--- config.mk ---
export PLATFORM = sky130hd
export DESIGN_NAME = uart_rx_core_flat
export DESIGN_NICKNAME = d
export VERILOG_FILES = /design/src/rtl/uart_pkg.sv /design/src/rtl/uart_rx_core_if.sv /design/src/rtl/uart_baud_gen.sv /design/src/rtl/uart_rx_core.sv /design/src/flat_wrapper.sv
export SDC_FILE = /design/constraint.sdc
export NUM_CORES = 1
export LEC_CHECK = 0
export ABC_AREA = 0
export BUFFER_PORTS_ARGS = -buffer_cell sky130_fd_sc_hd__buf_2
export CORE_ASPECT_RATIO = 1.25
export CORE_MARGIN = 2
export CORE_UTILIZATION = 35
export CTS_BUF_LIST = sky130_fd_sc_hd__clkbuf_8
export CTS_CLUSTER_SIZE = 12
export DETAILED_ROUTE_END_ITERATION = 16
export MAX_ROUTING_LAYER = met4
export PLACE_DENSITY_LB_ADDON = 0.15
export SKIP_CTS_REPAIR_TIMING = 1
export SYNTH_ARGS = -nofsm -noshare
export SYNTH_HDL_FRONTEND = slang
export SYNTH_SLANG_ARGS = --single-unit
--- constraint.sdc ---
create_clock -name clk -period 2.29 [get_ports clk]
set_input_delay 0.229 -clock clk [delete_from_list [all_inputs] [get_ports clk]]
set_output_delay 0.229 -clock clk [all_outputs]
set_load 0.02 [all_outputs]
--- src/rtl/uart_pkg.sv ---
// Shared UART definitions: receiver state encoding, sub-tick landmarks,
// frame configuration and received-character payload.
package uart_pkg;

  localparam int unsigned MID_TICK      = 7;
  localparam int unsigned LAST_TICK     = 15;
  localparam int unsigned DATA_BITS_MIN = 5;
  localparam int unsigned SUB_W         = 4;
  localparam int unsigned BIT_IDX_W     = 3;
  localparam int unsigned CHAR_W        = 8;

  typedef enum logic [2:0] {
    IDLE   = 3'd0,
    START  = 3'd1,
    DATA   = 3'd2,
    PARITY = 3'd3,
    STOP1  = 3'd4,
    STOP2  = 3'd5
  } state_e;

  typedef struct packed {
    logic [1:0] data_bits;
    logic       stop2;
    logic       par_en;
    logic       even;
  } frame_cfg_t;

  typedef struct packed {
    logic [CHAR_W-1:0] data;
    logic              perr;
    logic              ferr;
  } rx_char_t;

endpackage

--- src/rtl/uart_rx_core_if.sv ---
// Receive holding-register handshake between the UART receiver (master)
// and the host-side register block (slave).
interface uart_rx_core_if;
  import uart_pkg::*;

  logic [CHAR_W-1:0] rx_data;
  logic              rx_valid;
  logic              rx_ready;
  logic              parity_err;
  logic              frame_err;
  logic              overrun_err;

  modport master (
    output rx_data, rx_valid, parity_err, frame_err, overrun_err,
    input  rx_ready
  );

  modport slave (
    input  rx_data, rx_valid, parity_err, frame_err, overrun_err,
    output rx_ready
  );

endinterface

--- src/rtl/uart_baud_gen.sv ---
// Free-running 16x oversampling prescaler; tick every divisor+1 clocks.
// A new divisor is picked up only when the counter wraps.
module uart_baud_gen #(
  parameter int unsigned DIV_W = 16
) (
  input  logic             clk,
  input  logic             rst,
  input  logic [DIV_W-1:0] i_divisor,
  output logic             o_tick16_c
);

  logic [DIV_W-1:0] r_cnt;
  logic [DIV_W-1:0] r_div;
  logic             w_wrap;

  assign w_wrap     = (r_cnt == r_div);
  assign o_tick16_c = w_wrap;

  always_ff @(posedge clk) begin
    if (rst) begin
      r_cnt <= '0;
      r_div <= i_divisor;
    end else if (w_wrap) begin
      r_cnt <= '0;
      r_div <= i_divisor;
    end else begin
      r_cnt <= r_cnt + DIV_W'(1);
    end
  end

endmodule

--- src/rtl/uart_rx_core.sv ---
// 16x oversampling UART receiver with single-entry valid/ready holding register.
// Define UART_RX_MAJORITY_EN for 2-of-3 bit voting at sub-ticks 6/7/8.
module uart_rx_core
  import uart_pkg::*;
#(
  parameter int unsigned DIV_W = 16
) (
  input  logic             clk,
  input  logic             rst,
  input  logic [DIV_W-1:0] divisor,
  input  logic [1:0]       data_bits,
  input  logic             stop_bits,
  input  logic             parity_en,
  input  logic             even_parity,
  input  logic             sin,
  output logic             busy,
  uart_rx_core_if.master   rx_if
);

  logic                 r_sync1, r_sync2, r_sin_d;
  logic                 w_s_in, w_fall, w_tick16;
  state_e               r_state, w_state_nxt;
  logic [SUB_W-1:0]     r_sub;
  frame_cfg_t           r_cfg;
  logic [BIT_IDX_W-1:0] r_bit_idx, w_last_idx;
  logic [CHAR_W-1:0]    r_shift;
  logic                 r_par, r_perr, r_ferr;
  rx_char_t             r_hold;
  logic                 r_valid, r_ovr, r_busy;
  logic                 w_bit, w_samp, w_last, w_exp_par;
  logic                 w_start, w_shift, w_bit_adv, w_par_chk, w_stop_chk, w_done;

  uart_baud_gen #(.DIV_W(DIV_W)) u_baud (
    .clk        (clk),
    .rst        (rst),
    .i_divisor  (divisor),
    .o_tick16_c (w_tick16)
  );

  assign w_s_in = r_sync2;
  assign w_fall = r_sin_d & ~r_sync2;

  always_ff @(posedge clk) begin
    if (rst) begin
      r_sync1 <= 1'b1;
      r_sync2 <= 1'b1;
      r_sin_d <= 1'b1;
    end else begin
      r_sync1 <= sin;
      r_sync2 <= r_sync1;
      r_sin_d <= r_sync2;
    end
  end

`ifdef UART_RX_MAJORITY_EN
  localparam int unsigned SAMPLE_TICK = MID_TICK + 1;
  logic r_v6, r_v7;

  always_ff @(posedge clk) begin
    if (rst) begin
      r_v6 <= 1'b1;
      r_v7 <= 1'b1;
    end else if (w_tick16) begin
      if (r_sub == SUB_W'(MID_TICK - 1)) r_v6 <= w_s_in;
      if (r_sub == SUB_W'(MID_TICK))     r_v7 <= w_s_in;
    end
  end

  assign w_bit = (r_v6 & r_v7) | (r_v6 & w_s_in) | (r_v7 & w_s_in);
`else
  localparam int unsigned SAMPLE_TICK = MID_TICK;
  assign w_bit = w_s_in;
`endif

  assign w_samp     = w_tick16 && (r_sub == SUB_W'(SAMPLE_TICK));
  assign w_last     = w_tick16 && (r_sub == SUB_W'(LAST_TICK));
  assign w_last_idx = BIT_IDX_W'(32'(r_cfg.data_bits) + DATA_BITS_MIN - 1);
  assign w_exp_par  = r_par ^ ~r_cfg.even;

  always_ff @(posedge clk) begin
    if (rst) r_state <= IDLE;
    else     r_state <= w_state_nxt;
  end

  always_comb begin
    w_state_nxt = r_state;
    case (r_state)
      IDLE:   if (w_fall) w_state_nxt = START;
      START: begin
        if (w_samp && w_bit) w_state_nxt = IDLE;
        else if (w_last)     w_state_nxt = DATA;
      end
      DATA:   if (w_last && (r_bit_idx == w_last_idx))
                w_state_nxt = r_cfg.par_en ? PARITY : STOP1;
      PARITY: if (w_last) w_state_nxt = STOP1;
      STOP1: begin
        if (r_cfg.stop2) begin
          if (w_last) w_state_nxt = STOP2;
        end else if (w_samp) begin
          w_state_nxt = IDLE;
        end
      end
      STOP2:  if (w_samp) w_state_nxt = IDLE;
      default: w_state_nxt = IDLE;
    endcase
  end

  // Per-state datapath strobes; the final stop sample completes the frame.
  always_comb begin
    w_start    = 1'b0;
    w_shift    = 1'b0;
    w_bit_adv  = 1'b0;
    w_par_chk  = 1'b0;
    w_stop_chk = 1'b0;
    w_done     = 1'b0;
    case (r_state)
      IDLE:   w_start = w_fall;
      DATA: begin
        w_shift   = w_samp;
        w_bit_adv = w_last;
      end
      PARITY: w_par_chk = w_samp;
      STOP1: begin
        w_stop_chk = w_samp;
        w_done     = w_samp && !r_cfg.stop2;
      end
      STOP2: begin
        w_stop_chk = w_samp;
        w_done     = w_samp;
      end
      default: ;
    endcase
  end

  always_ff @(posedge clk) begin
    if (rst) begin
      r_sub     <= '0;
      r_busy    <= 1'b0;
      r_cfg     <= '0;
      r_bit_idx <= '0;
      r_shift   <= '0;
      r_par     <= 1'b0;
      r_perr    <= 1'b0;
      r_ferr    <= 1'b0;
    end else begin
      r_sub  <= (w_state_nxt != r_state) ? '0 : (w_tick16 ? r_sub + SUB_W'(1) : r_sub);
      r_busy <= (w_state_nxt != IDLE);
      if (w_start) begin
        r_cfg     <= '{data_bits: data_bits, stop2: stop_bits,
                       par_en: parity_en, even: even_parity};
        r_bit_idx <= '0;
        r_shift   <= '0;
        r_par     <= 1'b0;
        r_perr    <= 1'b0;
        r_ferr    <= 1'b0;
      end
      if (w_shift) begin
        r_shift[r_bit_idx] <= w_bit;
        r_par              <= r_par ^ w_bit;
      end
      if (w_bit_adv)  r_bit_idx <= r_bit_idx + BIT_IDX_W'(1);
      if (w_par_chk)  r_perr    <= (w_bit != w_exp_par);
      if (w_stop_chk) r_ferr    <= r_ferr | ~w_bit;
    end
  end

  // Holding register: a load in the same cycle as an accept wins over the clear.
  always_ff @(posedge clk) begin
    if (rst) begin
      r_hold  <= '0;
      r_valid <= 1'b0;
      r_ovr   <= 1'b0;
    end else begin
      r_ovr <= 1'b0;
      if (w_done) begin
        if (!r_valid || rx_if.rx_ready) begin
          r_hold  <= '{data: r_shift, perr: r_perr, ferr: r_ferr | ~w_bit};
          r_valid <= 1'b1;
        end else begin
          r_ovr <= 1'b1;
        end
      end else if (r_valid && rx_if.rx_ready) begin
        r_valid <= 1'b0;
      end
    end
  end

  assign rx_if.rx_data     = r_hold.data;
  assign rx_if.parity_err  = r_hold.perr;
  assign rx_if.frame_err   = r_hold.ferr;
  assign rx_if.rx_valid    = r_valid;
  assign rx_if.overrun_err = r_ovr;
  assign busy              = r_busy;

endmodule

--- src/flat_wrapper.sv ---
// flat-port wrapper written by rule: the top's interface ports become plain ports
module uart_rx_core_flat import uart_pkg::*;
#(
  parameter int unsigned DIV_W = 16
)
  (clk, rst, divisor, data_bits, stop_bits, parity_en, even_parity, sin, busy, rx_if_rx_data, rx_if_rx_valid, rx_if_parity_err, rx_if_frame_err, rx_if_overrun_err, rx_if_rx_ready);
  uart_rx_core_if rx_if_i ();
  input  logic clk;
  input  logic rst;
  input  logic [DIV_W-1:0] divisor;
  input  logic [1:0] data_bits;
  input  logic stop_bits;
  input  logic parity_en;
  input  logic even_parity;
  input  logic sin;
  output logic busy;
  output wire logic [$bits(rx_if_i.rx_data)-1:0] rx_if_rx_data;
  output wire logic [$bits(rx_if_i.rx_valid)-1:0] rx_if_rx_valid;
  output wire logic [$bits(rx_if_i.parity_err)-1:0] rx_if_parity_err;
  output wire logic [$bits(rx_if_i.frame_err)-1:0] rx_if_frame_err;
  output wire logic [$bits(rx_if_i.overrun_err)-1:0] rx_if_overrun_err;
  input wire logic [$bits(rx_if_i.rx_ready)-1:0] rx_if_rx_ready;
  assign rx_if_rx_data = rx_if_i.rx_data;
  assign rx_if_rx_valid = rx_if_i.rx_valid;
  assign rx_if_parity_err = rx_if_i.parity_err;
  assign rx_if_frame_err = rx_if_i.frame_err;
  assign rx_if_overrun_err = rx_if_i.overrun_err;
  assign rx_if_i.rx_ready = rx_if_rx_ready;
  uart_rx_core #(.DIV_W(DIV_W)) u_core (.clk(clk), .rst(rst), .divisor(divisor), .data_bits(data_bits), .stop_bits(stop_bits), .parity_en(parity_en), .even_parity(even_parity), .sin(sin), .busy(busy), .rx_if(rx_if_i));
endmodule
==> impl_metrics.yaml, run 1 <==
flow_run:
  maxCapViolations: 0
timing:
  hold_violations: 0
  tns_ns: 0
  max_freq_mhz: 466.4
  worstMarginPinSlew_ns: 0.7125
  timing.final.crit_share_pct: 93.62
  setup_slack_ns: 0.1461
  slew_violations: 0
  setup_viol: 0
  maxSlewHeadroom_pct: 52.32
  period_needed_ns: 2.144
  fin_worst_skew_ns: 0.01203
  rsz0062_at_grt: "no"
run_status:
  status: "completed"
drt:
  wl_met2_um: 3279
  wl_per_cell_um: 13.23
  drcViolationCount: 0
  wl_met1_um: 2977
  dr.max_layer_used: "met4"
  wl_met3_um: 252
  num_vias: 2417
  postRouteAntennaNets: 0
  drt_iter0_drc: 115
  vias_per_cell: 4.824
  firstDrtPassIters: 6
  wl_um: 6627
floorplan:
  dieArea_sq_mm: 0.01005
  core.rowCount: 39
  core_area_sq_mm: 0.009076
  die_w_um: 90.08
  io_pins: 38
  die_y_um: 111.6
  initial_core_util_pct: 35.72
placement:
  port_buffers: 37
  globalplace.congestion: 0.8672
  place_hpwl_um: 4648
  place_ws_ns: 0.05773
clocking:
  insertion_delay_ns: 0.35
  tritoncts: "built"
  cts_buffers: 9
  cts_sinks: 74
  clockBufferDepth: 2
  cts.clk_slew.worst_paths_ns: 0.08
  htreeDepth: 3
  clock-root-buffer: "clkbuf_8"
synthesis:
  ys.flop_type: "dfxtp_1"
  synth_top_area_share_pct: 35.82
  syn_area_sq_mm: 0.003242
  yosys_warnings: 0
  synth_common_cells: "dfxtp_1, nor2_1, nand2_1"
  synth_enable_flop_cells: 16
  ys_seq_elements: 74
  yosysTopAreaCell: "dfxtp_1"
  synthDistinctLibCells: 45
  synth.most_common_cell: "dfxtp_1"
  avgSynthCellArea_sq_um: 9.884
  ys_seq_area_share_pct: 50.64
  syn_nets: 356
  synthTopCellsByArea: "dfxtp_1, edfxtp_1, xor2_1, mux2i_1, nor2_1"
  async_flop_share_pct: 0
  synth_cells: 328
worst_setup_path:
  r2r_end: "u_core.r_state[0]"
  rr_worst_depth: 7
  cp-end-kind: "flip-flop"
  crit_type: "reg -> reg"
  worstSetupEndpoint: "u_core.r_state[0]"
  start_kind: "flip-flop"
  cp.arrival_ns: 2.41
  critPathRequiredTime_ns: 2.56
  rrSetupSlack_ns: 0.15
  path_max_fanout: 11
  crit_start: "u_core.u_baud.r_div[5]"
  rr_startpoint: "u_core.u_baud.r_div[5]"
power:
  ir_drop_v: 0.0003277
  p_per_area_mw_per_mm2: 718.6
  p_total_uw: 2803
  p_leak_uw: 0.001538
final_layout:
  nets: 401
  n_antenna_cell: 0
  syn2layout_area_growth_pct: 20.30
  layout-drive-gt1-share_pct: 20.37
global_route:
  grt_max_degree: 35
  grt_use_total_pct: 14.44
  grt_pass1_wl_um: 11390
  grt_pass1_vias: 2376
  grt_overflow_total: 0
  grt_antenna_before_repair: 0
min_path:
  worstHoldPathCells: 1
  hp-class: "in -> reg"
-- worst max-delay path, stage by stage (launching register included) --
cell and delay, ns:
edfxtp_1 0.40, xor2_1 0.17, nor4_2 0.35, and4_2 0.36, buf_4 0.20, a31oi_1 0.09
or3_1 0.33, a21oi_1 0.16
-- layout by cell type (no fill, tap or decap), drive strengths merged, types with 2 or more instances in the layout --
| master | instances |
|---|---|
| nand4 | 16 |
| and2 | 2 |
| and3 | 7 |
| nand2 | 35 |
| nand2b | 6 |
| xnor2 | 7 |
| a31oi | 3 |
| nand3 | 6 |
| buf | 52 |
| nor3 | 5 |
| a21oi | 14 |
| clkbuf | 9 |
| nor4 | 5 |
| nand4b | 3 |
| o211ai | 2 |
| nor2 | 38 |
| or3 | 7 |
| ha | 3 |
| mux2i | 19 |
| or2 | 3 |
| o21ai | 4 |
| dfxtp | 58 |
| o2111ai | 2 |
| inv | 6 |
| edfxtp | 16 |
| xor2 | 28 |
| bufinv | 4 |
| nor2b | 5 |
| and4 | 2 |
-- logic make-up (layout without fill, tap and decap cells) --
family,count (synthesis),count (layout),synth area share [%]
DFF,74,74,50.64
AOI/OAI and AO/OA,32,32,6.369
xor gates and xnor gates,35,35,9.456
and+or+nand+nor,142,142,23.04
adders and majority gates,3,3,1.158
muxes,20,20,6.214
buffers and inverters,22,72,3.126
-- per-stage QoR --
| stage | cells | area, sq um | utilization (%) | hold WS, ns |
|---|---|---|---|---|
| 2_1_floorplan | 328 | 3242 | - | 0.3279 |
| 3_3_place_gp | 485 | 3632 | 40.02 | 0.4020 |
| 3_5_place_dp | 485 | 3632 | 40.02 | 0.3985 |
| 4_1_cts | 501 | 3892 | 42.89 | 0.02321 |
| 5_1_grt | 501 | 3900 | 42.97 | 0.02695 |
| 6_report | 501 | 3900 | 42.97 | 0.04387 |
-- report_power, final --
| group | leakage, uW | internal, uW | switching, uW |
|---|---|---|---|
| clock network | 0.000136 | 828 | 484 |
| logic | 0.000777 | 46.9 | 63.5 |
| registers | 0.000625 | 1360 | 19.7 |
-- worst min-delay path by stage --
stage / slack (ns) / from / end
finish: 0.04 / divisor[1] / u_core.u_baud.r_div[1]
global route: 0.03 / divisor[1] / u_core.u_baud.r_div[1]
CTS: 0.02 / divisor[1] / u_core.u_baud.r_div[1]
detailed placement: 0.40 / u_core.r_sync1 / u_core.r_sync2
global placement: 0.40 / u_core.r_sync1 / u_core.r_sync2
floorplan: 0.33 / divisor[0] / u_core.u_baud.r_div[0]
-- final cells by class --
cell class | count | area [sq um]
Inverter | 4 | 15.01
Clock buffer | 9 | 123.9
Sequential cell | 74 | 1642
Multi-Input combinational cell | 232 | 1506
Clock inverter | 7 | 136.4
Timing Repair Buffer | 52 | 322.8
Fill cell | 892 | 5176
Tap cell | 123 | 153.9
-- sequential cells by signal, summed over array words and instances, names as in the netlist --
| register | flops |
|---|---|
| u_core.r_state | 3 |
| u_core.rx_if.rx_valid | 1 |
| u_core.rx_if.rx_data | 8 |
| u_core.busy | 1 |
| u_core.r_par | 1 |
| u_core.r_perr | 1 |
| u_core.r_sync2 | 1 |
| u_core.rx_if.parity_err | 1 |
| u_core.r_bit_idx | 3 |
| u_core.r_sin_d | 1 |
| u_core.rx_if.frame_err | 1 |
| u_core.u_baud.r_div | 16 |
| u_core.u_baud.r_cnt | 16 |
| u_core.r_sync1 | 1 |
| u_core.r_cfg | 5 |
| u_core.r_shift | 8 |
| u_core.rx_if.overrun_err | 1 |
| u_core.r_sub | 4 |
| u_core.r_ferr | 1 |
-- per-layer routing --
metal / vias up / GRT usage, %
li1: 1235 / -
met1: 1115 / 16.66
met2: 56 / 24.06
met4: 0 / 5.538
met5: - / -
met3: 11 / 3.789
Power figures use the tool's default switching activity.
==> run 2, diff against run 1 <==
==> constraint.sdc (replaced) <==
create_clock -name clk -period 2.3 [get_ports clk]
set_input_delay 0.23 -clock clk [delete_from_list [all_inputs] [get_ports clk]]
set_output_delay 0.23 -clock clk [all_outputs]
set_load 0.02 [all_outputs]
==> run 2 against run 1 <==
  * Die area did not move
  * Power fell by 7.6%
  * Wire length rose by 0.89%
  * Clock-buffer cell count did not move
  * Sequential cell count did not move
  * Design area fell by 1.1%
  * Utilization fell by 0.48 points
  * Fmax rose by 1.9%
  * Highest routed layer unchanged
==> impl_metrics.yaml, run 2 (synthesis gave the netlist of run 1 again) <==
timing:
  maxSlewHeadroom_pct: 60.09
  max_freq_mhz: 475.3
  timing.final.crit_share_pct: 91.48
  tns_ns: 0
  slew_violations: 0
  hold_violations: 0
  worstMarginPinSlew_ns: 0.5987
  rsz0062_at_grt: "no"
  period_needed_ns: 2.104
  fin_worst_skew_ns: 0.009055
  setup_viol: 0
  setup_slack_ns: 0.1959
worst_setup_path:
  path_cells: "xor2_1 > nor4_1 > nand4_1 > or3_1 > a221oi_2 > a31oi_1"
  max_stage_delay_ns: 0.42
  cp-end-kind: "flip-flop"
  path_max_fanout: 5
  rr_startpoint: "u_core.u_baud.r_cnt[2]"
  cpLargestDelayFamily: "simple AND/OR/NAND/NOR gates"
  r2r_end: "u_core.busy"
  critPathRequiredTime_ns: 2.51
  cp.buffers_inverters: 0
  crit_type: "reg -> reg"
  rrSetupSlack_ns: 0.20
  crit_slowest_cell: "or3_1"
  rr_worst_depth: 6
  cp.arrival_ns: 2.32
  start_kind: "flip-flop"
floorplan:
  initial_core_util_pct: 35.72
  dieArea_sq_mm: 0.01005
  core.rowCount: 39
  core_area_sq_mm: 0.009076
  io_pins: 38
  die_y_um: 111.6
  die_w_um: 90.08
drt:
  drt_iter0_drc: 70
  num_vias: 2444
  wl_um: 6686
  vias_per_cell: 4.878
  firstDrtPassIters: 5
  wl_per_cell_um: 13.35
  postRouteAntennaNets: 0
  drcViolationCount: 0
clocking:
  cts.clk_slew.worst_paths_ns: 0.08
  clockBufferDepth: 2
  clock-root-buffer: "clkbuf_8"
  insertion_delay_ns: 0.35
  cts_buffers: 9
  cts_sinks: 74
  htreeDepth: 3
  tritoncts: "built"
final_layout:
  layout-drive-gt1-share_pct: 20.63
  syn2layout_area_growth_pct: 18.95
  top_regs: "u_core.u_baud.r_cnt: 16 flops, u_core.u_baud.r_div: 16 flops"
  mostFrequentLayoutCells: "dfxtp_1, nor2_1, buf_2"
  n_antenna_cell: 0
  layout_commonest_cell: "dfxtp_1"
  final_area_sq_mm: 0.003856
  nets: 401
min_path:
  hold_start: "divisor[0]"
  min_to: "u_core.u_baud.r_div[0]"
  hp-class: "in -> reg"
  worstHoldPathCells: 1
run_status:
  status: "completed"
global_route:
  grt_max_degree: 35
  grt_pass1_wl_um: 11410
  grt_overflow_total: 0
  grt_use_total_pct: 14.58
  grt_pass1_vias: 2447
  grt_antenna_before_repair: 0
placement:
  place_ws_ns: 0.03811
  dpl-instance-area_sq_mm: 0.003632
  globalplace.congestion: 0.8744
  port_buffers: 37
  place_hpwl_um: 4637
flow_run:
  maxCapViolations: 0
power:
  p_total_uw: 2589
  ir_drop_v: 0.0003134
  p_leak_uw: 0.001510
  p_per_area_mw_per_mm2: 671.4
-- run 2: cell types whose count changed in the layout (fill, tap and decap cells not counted) --
cell and change:
bufinv_16 -2, clkinv_4 -1, clkinvlp_4 +2, inv_6 +1, clkinv_2 +1, inv_1 -1
-- run 2: metal layers --
layer  GRT usage, %  part of all wire [%]  wire length (um)
met5              -                     0                 0
met4          7.692                   3.4               227
met3          3.924                   4.0               270
met2          23.16                    47              3174
met1          16.86                    45              3013
-- run 2: worst max path at each step --
stage,end,startpoint,cells past startpoint
detailed placement,u_core.r_shift[6],u_core.u_baud.r_div[5],6
floorplan,u_core.u_baud.r_div[0],u_core.u_baud.r_cnt[8],7
finish,u_core.busy,u_core.u_baud.r_cnt[2],6
CTS,u_core.r_shift[6],u_core.u_baud.r_div[5],6
global route,u_core.r_state[0],u_core.u_baud.r_div[2],7
global placement,u_core.r_shift[6],u_core.u_baud.r_div[5],6
-- run 2: area by class of cell --
cell class | count | area (sq um)
clock inverters | 7 | 92.59
fillers | 934 | 5220
well taps | 123 | 153.9
clock buffers | 9 | 123.9
repair buffers | 52 | 322.8
inverters | 4 | 15.01
multi-input cells | 232 | 1506
flip-flops and latches | 74 | 1642
-- run 2: power by group --
group | total [uW] | switching (uW) | leakage (uW) | internal [uW]
clock network | 1100 | 496 | 0.000107 | 608
logic | 109 | 62.0 | 0.000777 | 47.2
registers | 1380 | 21.4 | 0.000625 | 1350
-- run 2: per-stage QoR --
stage          utilization (%)  hold slack [ns]  cells
3_3_place_gp             40.02           0.4065    485
3_5_place_dp             40.02           0.4015    485
5_1_grt                  42.49          0.02765    501
4_1_cts                  42.40          0.02841    501
2_1_floorplan                -           0.3289    328
6_report                 42.49          0.04732    501
==> run 3, diff against run 2 <==
--- a/config.mk
+++ b/config.mk
@@ -18,4 +18,5 @@
 export SKIP_CTS_REPAIR_TIMING = 1
 export SYNTH_ARGS = -nofsm -noshare
 export SYNTH_HDL_FRONTEND = slang
+export SYNTH_HIERARCHICAL = 1
 export SYNTH_SLANG_ARGS = --single-unit
==> run 3 against run 2 <==
  * The run now ends with setup timing left
  * Via count grew 3.6%
  * Clock-buffer cell count grew 1
  * First-iteration DRC count grew 17%
  * Sequential cell count is the same
  * Hold slack gained 0.0024 ns
  * Utilization grew 4.1 points
  * Clock power grew 5%
  * Register-to-register slack lost 0.36 ns
  * Combinational power grew 23%
  * Synthesized cell count shrank 0.30%
  * Synthesized area grew 0.23%
  * Critical endpoint is now u_core/busy
==> impl_metrics.yaml, run 3 <==
run_status:
  status: "finished, violations left"
  violations: "setup timing"
synthesis:
  synth_common_cells: "dfxtp_1, nor2_1, xnor2_1"
  synthDistinctLibCells: 51
  ys_seq_elements: 74
  synth_top_area_share_pct: 35.73
  syn_area_sq_mm: 0.003249
  syn_nets: 355
  async_flop_share_pct: 0
  yosys_warnings: 6
  ys_seq_area_share_pct: 50.52
  synth.most_common_cell: "dfxtp_1"
  ys.flop_type: "dfxtp_1"
  synth_cells: 327
  synth_enable_flop_cells: 16
  avgSynthCellArea_sq_um: 9.937
  synthTopCellsByArea: "dfxtp_1, edfxtp_1, xnor2_1, nor2_1, mux2i_1"
  yosysTopAreaCell: "dfxtp_1"
floorplan:
  die_y_um: 111.7
  io_pins: 38
  core.rowCount: 39
  die_w_um: 90.18
  initial_core_util_pct: 35.80
  dieArea_sq_mm: 0.01008
  core_area_sq_mm: 0.009076
final_layout:
  layout_commonest_cell: "dfxtp_1"
  final.fill_count: 883
  ff_latch_area_sq_mm: 0.001642
  mostFrequentLayoutCells: "dfxtp_1, buf_4, buf_2"
  n_antenna_cell: 0
  syn2layout_area_growth_pct: 30.00
  nets: 434
  top_regs: "u_core/u_baud/r_cnt: 16 flops, u_core/u_baud/r_div: 16 flops"
  layout-drive-gt1-share_pct: 32.12
  multi_input_area_sq_mm: 0.001579
drt:
  wl_per_cell_um: 13.44
  drcViolationCount: 0
  drt_iter0_drc: 82
  num_vias: 2533
  wl_um: 7179
  firstDrtPassIters: 4
  postRouteAntennaNets: 0
  vias_per_cell: 4.743
clocking:
  clock-root-buffer: "clkbuf_8"
  insertion_delay_ns: 0.36
  tritoncts: "built"
  cts.clk_slew.worst_paths_ns: 0.08
  cts_buffers: 9
  htreeDepth: 3
  clockBufferDepth: 2
  cts_sinks: 74
timing:
  slew_violations: 0
  period_needed_ns: 2.465
  maxSlewHeadroom_pct: 59.67
  max_freq_mhz: 405.7
  fin_worst_skew_ns: 0.01485
  rsz0062_at_grt: "yes"
  whs_ns: 0.04973
  setup_slack_ns: -0.1647
  worstMarginPinSlew_ns: 0.6049
  tns_ns: -1.580
  setup_viol: 23
  hold_violations: 0
  timing.final.crit_share_pct: 107.2
worst_setup_path:
  crit_start: "u_core/u_baud/r_div[11]"
  worstSetupEndpoint: "u_core/busy"
  rrSetupSlack_ns: -0.16
  path_max_fanout: 3
  rr_worst_depth: 9
  rr_startpoint: "u_core/u_baud/r_div[11]"
  r2r_end: "u_core/busy"
  critPathRequiredTime_ns: 2.53
  start_kind: "flip-flop"
  crit_type: "reg -> reg"
  cp-end-kind: "flip-flop"
  cp.arrival_ns: 2.70
min_path:
  hp-class: "in -> reg"
power:
  p_switching_uw: 591.8
  p_leak_uw: 0.001619
  ir_drop_v: 0.0003288
  p_per_area_mw_per_mm2: 628.0
  intPower_uw: 2061
  netSwitchingFraction_pct: 22.31
  seq_power_share_pct: 51.7
  clkPwrFrac_pct: 43.2
  pwr-share-comb_pct: 5.1
placement:
  place_hpwl_um: 4963
  globalplace.congestion: 0.8293
  port_buffers: 37
flow_run:
  maxCapViolations: 0
global_route:
  grt_pass1_vias: 2567
  grt_antenna_before_repair: 0
  grt_pass1_wl_um: 11900
  grt_use_total_pct: 15.32
  grt_max_degree: 28
  grt_overflow_total: 0
==> run 3: changes by cell type in the layout (fill, tap and decap cells not counted), moves of 3 or more <==
| cell | delta |
|---|---|
| xor2_1 | -20 |
| mux2i_1 | -9 |
| nand2_1 | -10 |
| buf_4 | +30 |
| inv_1 | +3 |
| nor3_1 | +9 |
| and3_1 | -6 |
| nand3_1 | +9 |
| or3_1 | -6 |
| xnor2_1 | +22 |
| o21ai_0 | -4 |
| buf_6 | +4 |
| nor2b_1 | -3 |
==> run 3: cell families after synthesis <==
group,synth area share [%]
adder cells (fa/ha/maj),1.155
AO/OA/AOI/OAI,7.548
AND/OR/NAND/NOR,22.33
flip-flops,50.52
buffers and inverters,4.274
multiplexers,3.427
XOR/XNOR,10.74
==> run 3: layer usage <==
layer	track usage, %	share of wire (%)	up-vias
met4	7.179	2.1	0
met1	16.76	44	1189
met3	4.668	3.5	11
li1	-	-	1299
met5	-	0	-
met2	25.51	50	34
==> run 3: worst min-delay path by stage <==
| stage | start | end | slack [ns] | cells after the start |
|---|---|---|---|---|
| 3_5_place_dp | u_core/r_sync1 | u_core/r_sync2 | 0.40 | 1 |
| 6_report | divisor[0] | u_core/u_baud/r_div[0] | 0.05 | 1 |
| 4_1_cts | divisor[0] | u_core/u_baud/r_div[0] | 0.02 | 1 |
| 3_3_place_gp | u_core/r_sync1 | u_core/r_sync2 | 0.40 | 1 |
| 2_1_floorplan | divisor[0] | u_core/u_baud/r_div[0] | 0.33 | 0 |
| 5_1_grt | divisor[10] | u_core/u_baud/r_div[10] | 0.02 | 1 |
==> run 3: power by group through the flow <==
stage / Clock, uW / Sequential (uW) / Combinational, uW
after floorplan: 0 / 1400 / 73.3
after global placement: 0 / 1400 / 128
after detailed placement: 0 / 1400 / 129
after CTS: 1190 / 1370 / 130
after global routing: 1240 / 1380 / 149
final: 1150 / 1370 / 134
==> run 3: final cells by class <==
class / instances / share of cell area (%)
Sequential cell: 74 / 38.86
Timing Repair Buffer: 86 / 14.04
Inverter: 8 / 0.7109
Tap cell: 123 / 3.643
Clock buffer: 10 / 3.258
Multi-Input combinational cell: 227 / 37.38
Clock inverter: 6 / 2.103
==> run 3: worst max-delay path, cell delays in order (launching register included) <==
cell      delay [ns]
edfxtp_1        0.41
xnor2_2         0.17
nand4_1         0.17
nor4_2          0.31
buf_4           0.18
nand4_1         0.21
nor2_2          0.23
a21oi_2         0.06
a22o_1          0.26
or3_1           0.34
==> run 3: per-stage QoR <==
stage               std cells  instance area [sq um]  util [%]  power (uW)  worst slack, ns
finish                    534                   4224     46.54        2653          -0.1647
global route              534                   4224     46.54        2765          -0.3126
detailed placement        510                   3812     42.00        1530          -0.1745
CTS                       526                   4039     44.50        2689          -0.2132
global placement          510                   3812     42.00        1529          -0.1257
floorplan                 327                   3259         -        1471         -0.08536
